### src/rtl/pipe_divider.sv
// Multi-cycle radix-2 restoring divider with IDLE/CALC/DONE control and pipeline flush.
// Build option PIPE_DIVIDER_SIGNED_EN adds signed (div) support; without it every divide is unsigned.
module pipe_divider #(
    parameter int DATA_W = 32
) (
    input  logic              clk,
    input  logic              rst,
    input  logic              start_i,
    input  logic              signed_i,
    input  logic [DATA_W-1:0] dividend_i,
    input  logic [DATA_W-1:0] divisor_i,
    input  logic              cancel_i,
    output logic              busy_o,
    output logic              stall_o,
    output logic              done_o,
    output logic [DATA_W-1:0] quotient_o,
    output logic [DATA_W-1:0] remainder_o,
    output logic              div_zero_o
);

    localparam int CNT_W = $clog2(DATA_W);

    typedef enum logic [1:0] {IDLE, CALC, DONE} state_t;

    state_t            state_reg;
    logic [CNT_W-1:0]  count_reg;
    logic [DATA_W-1:0] rem_reg;
    logic [DATA_W-1:0] quo_reg;
    logic [DATA_W-1:0] dvs_reg;
    logic              done_reg;

    logic              accept;
    logic [DATA_W-1:0] dividend_mag;
    logic [DATA_W-1:0] divisor_mag;
    logic [DATA_W:0]   shifted;
    logic              fits;
    logic [DATA_W-1:0] rem_next;
    logic [DATA_W-1:0] quo_next;
    logic [DATA_W-1:0] quo_final;
    logic [DATA_W-1:0] rem_final;

    assign accept = (state_reg == IDLE) && start_i && !cancel_i;

`ifdef PIPE_DIVIDER_SIGNED_EN
    logic dividend_neg;
    logic divisor_neg;
    logic neg_q_reg;
    logic neg_r_reg;

    assign dividend_neg = signed_i && dividend_i[DATA_W-1];
    assign divisor_neg  = signed_i && divisor_i[DATA_W-1];
    assign dividend_mag = dividend_neg ? (-dividend_i) : dividend_i;
    assign divisor_mag  = divisor_neg  ? (-divisor_i)  : divisor_i;

    // Quotient sign follows the operand signs; remainder follows the dividend.
    assign quo_final = neg_q_reg ? (-quo_next) : quo_next;
    assign rem_final = neg_r_reg ? (-rem_next) : rem_next;

    always_ff @(posedge clk or negedge rst) begin
        if (!rst) begin
            neg_q_reg <= 1'b0;
            neg_r_reg <= 1'b0;
        end else if (accept) begin
            neg_q_reg <= dividend_neg ^ divisor_neg;
            neg_r_reg <= dividend_neg;
        end
    end
`else
    logic unused_signed;

    assign unused_signed = signed_i;
    assign dividend_mag  = dividend_i;
    assign divisor_mag   = divisor_i;
    assign quo_final     = quo_next;
    assign rem_final     = rem_next;
`endif

    // One restoring step: shift in the next dividend bit, subtract if it fits.
    assign shifted  = {rem_reg, quo_reg[DATA_W-1]};
    assign fits     = shifted >= {1'b0, dvs_reg};
    assign rem_next = fits ? (shifted[DATA_W-1:0] - dvs_reg) : shifted[DATA_W-1:0];
    assign quo_next = {quo_reg[DATA_W-2:0], fits};

    assign stall_o = (state_reg == CALC) || accept;
    assign done_o  = done_reg && !cancel_i;

    always_ff @(posedge clk or negedge rst) begin
        if (!rst) begin
            state_reg   <= IDLE;
            count_reg   <= '0;
            rem_reg     <= '0;
            quo_reg     <= '0;
            dvs_reg     <= '0;
            done_reg    <= 1'b0;
            busy_o      <= 1'b0;
            quotient_o  <= '0;
            remainder_o <= '0;
            div_zero_o  <= 1'b0;
        end else begin
            case (state_reg)
                IDLE: begin
                    done_reg <= 1'b0;
                    if (accept) begin
                        if (divisor_i == '0) begin
                            state_reg   <= DONE;
                            done_reg    <= 1'b1;
                            quotient_o  <= '1;
                            remainder_o <= dividend_i;
                            div_zero_o  <= 1'b1;
                        end else begin
                            state_reg  <= CALC;
                            busy_o     <= 1'b1;
                            count_reg  <= '0;
                            rem_reg    <= '0;
                            quo_reg    <= dividend_mag;
                            dvs_reg    <= divisor_mag;
                            div_zero_o <= 1'b0;
                        end
                    end
                end
                CALC: begin
                    if (cancel_i) begin
                        state_reg <= IDLE;
                        busy_o    <= 1'b0;
                    end else begin
                        rem_reg   <= rem_next;
                        quo_reg   <= quo_next;
                        count_reg <= count_reg + 1'b1;
                        // Last iteration writes the sign-corrected result straight to the outputs.
                        if (count_reg == CNT_W'(DATA_W - 1)) begin
                            state_reg   <= DONE;
                            busy_o      <= 1'b0;
                            done_reg    <= 1'b1;
                            quotient_o  <= quo_final;
                            remainder_o <= rem_final;
                        end
                    end
                end
                DONE: begin
                    state_reg <= IDLE;
                    done_reg  <= 1'b0;
                end
                default: begin
                    state_reg <= IDLE;
                    busy_o    <= 1'b0;
                    done_reg  <= 1'b0;
                end
            endcase
        end
    end

endmodule

### config.mk
export PLATFORM = sky130hd
export DESIGN_NAME = pipe_divider
export DESIGN_NICKNAME = d
export VERILOG_FILES = /design/src/rtl/pipe_divider.sv
export SDC_FILE = /design/constraint.sdc
export NUM_CORES = 1
export LEC_CHECK = 0
export ABC_AREA = 0
export CORE_MARGIN = 3
export CORE_UTILIZATION = 55
export DETAILED_ROUTE_END_ITERATION = 10
export HOLD_SLACK_MARGIN = 0.06
export MAX_ROUTING_LAYER = met4
export PLACE_DENSITY = 0.87
export SETUP_SLACK_MARGIN = 0.3
export SLEW_MARGIN = 20
export SYNTH_ARGS = -nofsm -noshare
export SYNTH_HDL_FRONTEND = slang
export SYNTH_SLANG_ARGS = --single-unit
### constraint.sdc
create_clock -name clk -period 6 [get_ports clk]
set_clock_uncertainty 0.05 [all_clocks]
set_input_delay 0.6 -clock clk [delete_from_list [all_inputs] [get_ports clk]]
set_output_delay 0.6 -clock clk [all_outputs]
set_load 0.005 [all_outputs]
==> metrics.yaml <==
setup_path:
  cp_max_fo: 61
  crit_chain: "clkdlybuf4s50_1 -> nor4_1 -> nand4_1 -> o21ai_0 -> nand2_1 -> buf_4 -> inv_2 -> buf_4 -> nor2_1 -> a31oi_1"
  cpPeakStageDelay_ns: 0.74
  worstSetupEndpointType: "flop"
  start_kind: "input pin"
  crit_arrival_ns: 3.99
  cp_common_cell: "buf_4"
  path_class: "in2reg"
  cp.required_ns: 6.29
  critPathSlowestCell: "inv_2"
  rrSetupSlack_ns: 2.54
cells_and_area:
  num_antenna_cells: 0
  syn_to_final_growth_pct: 22.62
  n_fill_cell: 1268
  nets: 1246
  drive_gt1_share_pct: 7.792
  stdcell_count: 1371
sta:
  tightest_slew_ns: 0.9278
  rsz0062_at_grt: "false"
  final_hold_viol_count: 0
  setup_slack_ns: 2.306
  finalCriticalPeriod_ns: 3.694
  period_share_pct: 61.56
  setup_violations: 0
  relSlewSlack_pct: 38.06
  timing.fmax_ghz: 0.2707
  maxSlewViolCount: 0
  fin_setup_tns_ns: 0
placement:
  port_buffers: 135
  gp_congestion: 0.9207
  dpl.cell_count: 1339
  dp_slack_ns: 1.800
  place_hpwl_microns: 17460
synthesis:
  synth_nets: 1141
  yosysTopAreaCellShare_pct: 46.34
  synth.cell_area_sq_um: 9180
  avgSynthCellArea_sq_um: 8.853
  post_synth_num_cell_types: 60
  netlist.top_cell.by_area: "dfrtp_1"
  synthTopCellsByArea: "dfrtp_1 46%, nand2_1 8.8%, ha_1 4.6%"
  yosys_warnings: 0
  ys.flop_type: "dfrtp_1"
  synth_edf_count: 0
  ys_ff_latch: 170
  ys_seq_area_share_pct: 46.34
  syn_inst: 1037
  postSynth.asyncResetShare_pct: 100.0
die:
  die_w_microns: 135.2
  row_count: 46
  initial_core_util_pct: 56.96
  die_area_sq_um: 18280
  ios: 137
  die_y_microns: 135.2
  core_area_sq_um: 16120
min_path:
  hp-class: "in2async"
route:
  avgViaCountPerCell: 5.915
  drc: 0
  via_count: 8110
  drtIter0Drc: 736
  wirelength_microns: 24430
  ant_nets: 0
  drt_first_pass_iters: 5
  wl_per_cell_microns: 17.82
clock_tree:
  cts_resized: 0
  htree_levels: 4
  clk-insertion-delay-late_ns: 0.44
  ctsRootBufferMaster: "clkbuf_16"
  ctsHoldBuffers: 0
  cts.sinks: 170
  clockBufferDepth: 2
  post-cts-setup-buffers: 0
  cts_made_buffers: 17
  clk_pin_slew_ns: 0.07
  cts_tree: "yes"
job:
  drv_cap: 0
pwr:
  cellPowerDensity_nw_per_um2: 454.2
  ir_worst_vdd_v: 0.0002348
  pwr-share-clk_pct: 22.7
  switching_share_pct: 37.83
  leakage_uw: 0.005106
  seq_power_share_pct: 34.6
  p_sw_uw: 1934
  combPwrFrac_pct: 42.7
  power.internal_uw: 3179
status:
  outcome: "finished, final reports clean"
global_routing:
  grt_pass1_wl_microns: 39730
  grt_overflow_total: 0
  antenna_found_initial: 0
  grt_start_max_net_pins: 88
  grtUsageTotal_pct: 28.15
  first_global_vias: 7665
[cell usage after synthesis, drive strengths merged, types with 3 or more instances]
master and n:
a211oi 4, a21o 17, a21oi 56, a22o 3
a31oi 55, and2 6, and3 3, buf 16
clkbuf 42, dfrtp 170, ha 34, inv 46
mux2 33, mux2i 16, nand2 216, nand2b 8
nand3 9, nand4 9, nor2 85, nor2b 4
nor3 10, nor4 10, o211ai 7, o21ai 98
o21bai 8, o31ai 7, or3 5, xnor2 15
xor2 16
[layout make-up]
| cell class | count | area (sq um) | share of cell area, % |
|---|---|---|---|
| clock buffers | 20 | 466.7 | 4.146 |
| clock inverters | 12 | 153.9 | 1.367 |
| inverters | 46 | 172.7 | 1.534 |
| multi-input cells | 763 | 4516 | 40.11 |
| flip-flops and latches | 170 | 4254 | 37.79 |
| well taps | 216 | 270.3 | 2.401 |
| repair buffers | 144 | 1424 | 12.65 |
[power groups by stage]
stage,sequential [uW],clock (uW),combinational (uW)
6_report,1770,1160,2190
5_1_grt,1810,1230,2420
4_1_cts,1760,1170,2180
3_5_place_dp,1780,0,2160
3_3_place_gp,1760,0,2120
2_1_floorplan,1720,0,1390
[layer usage]
| metal | GRT usage (%) | up-vias | wire [microns] |
|---|---|---|---|
| met2 | 42.20 | 379 | 11410 |
| met5 | - | - | 0 |
| li1 | - | 3814 | - |
| met3 | 5.163 | 44 | 1935 |
| met1 | 39.30 | 3873 | 10560 |
| met4 | 8.903 | 0 | 518 |
[worst paths after layout]
path                                    start         endpoint  cells past startpoint
worst min-delay path                      rst      dvs_reg[26]                      1
worst max-delay path             divisor_i[7]  remainder_o[16]                     10
worst max register to register    rem_reg[15]   remainder_o[9]                      9
max in group asynchronous                 rst  remainder_o[12]                      2
worst min register to register  quotient_o[8]    quotient_o[8]                      2
min in group clk                quotient_o[8]    quotient_o[8]                      2
[per-stage QoR]
step | cell area (sq um) | util (%) | hold slack [ns] | total power (uW)
final | 11260 | 69.85 | 0.1153 | 5113
after global routing | 11260 | 69.85 | 0.2244 | 5454
after CTS | 11250 | 69.83 | 0.1898 | 5106
after detailed placement | 10630 | 65.98 | 0.4054 | 3938
after global placement | 10630 | 65.98 | 0.4002 | 3879
after floorplan | 9180 | - | 0.2544 | 3102
[cell families (layout without fill, tap and decap cells)]
logic type | after synthesis | after routing | synth area share (%)
simple gates | 371 | 371 | 16.89
compound gates | 277 | 277 | 18.47
flops | 170 | 170 | 46.34
buf+inv | 104 | 222 | 4.702
mux | 49 | 49 | 5.793
fa+ha+maj | 35 | 35 | 4.852
xor+xnor | 31 | 31 | 2.958
[worst max-delay path: cells and delay by family]
| kind | cells | cell delay, ns |
|---|---|---|
| AO/OA/AOI/OAI | 2 | 0.76 |
| buffers and inverters | 4 | 1.86 |
| AND/OR/NAND/NOR | 4 | 0.73 |
[placed cells by master, fill, tap and decap left out, types with 4 or more instances in the layout]
cell type,count
nand2_1,216
dfrtp_1,170
clkdlybuf4s50_1,134
nor2_1,84
o21ai_0,84
a31oi_1,55
a21oi_1,53
inv_1,45
ha_1,34
mux2_2,33
a21o_1,17
clkbuf_16,17
mux2i_1,16
xor2_1,16
xnor2_1,15
o21ai_1,13
nor4_1,10
nor3_1,10
nand4_1,9
nand3_1,9
o21bai_1,8
buf_4,8
nand2b_1,7
o31ai_1,7
o211ai_1,6
and2_1,6
or3_1,5
nor2b_1,4
No activity file was read; power rests on OpenSTA's default activity.
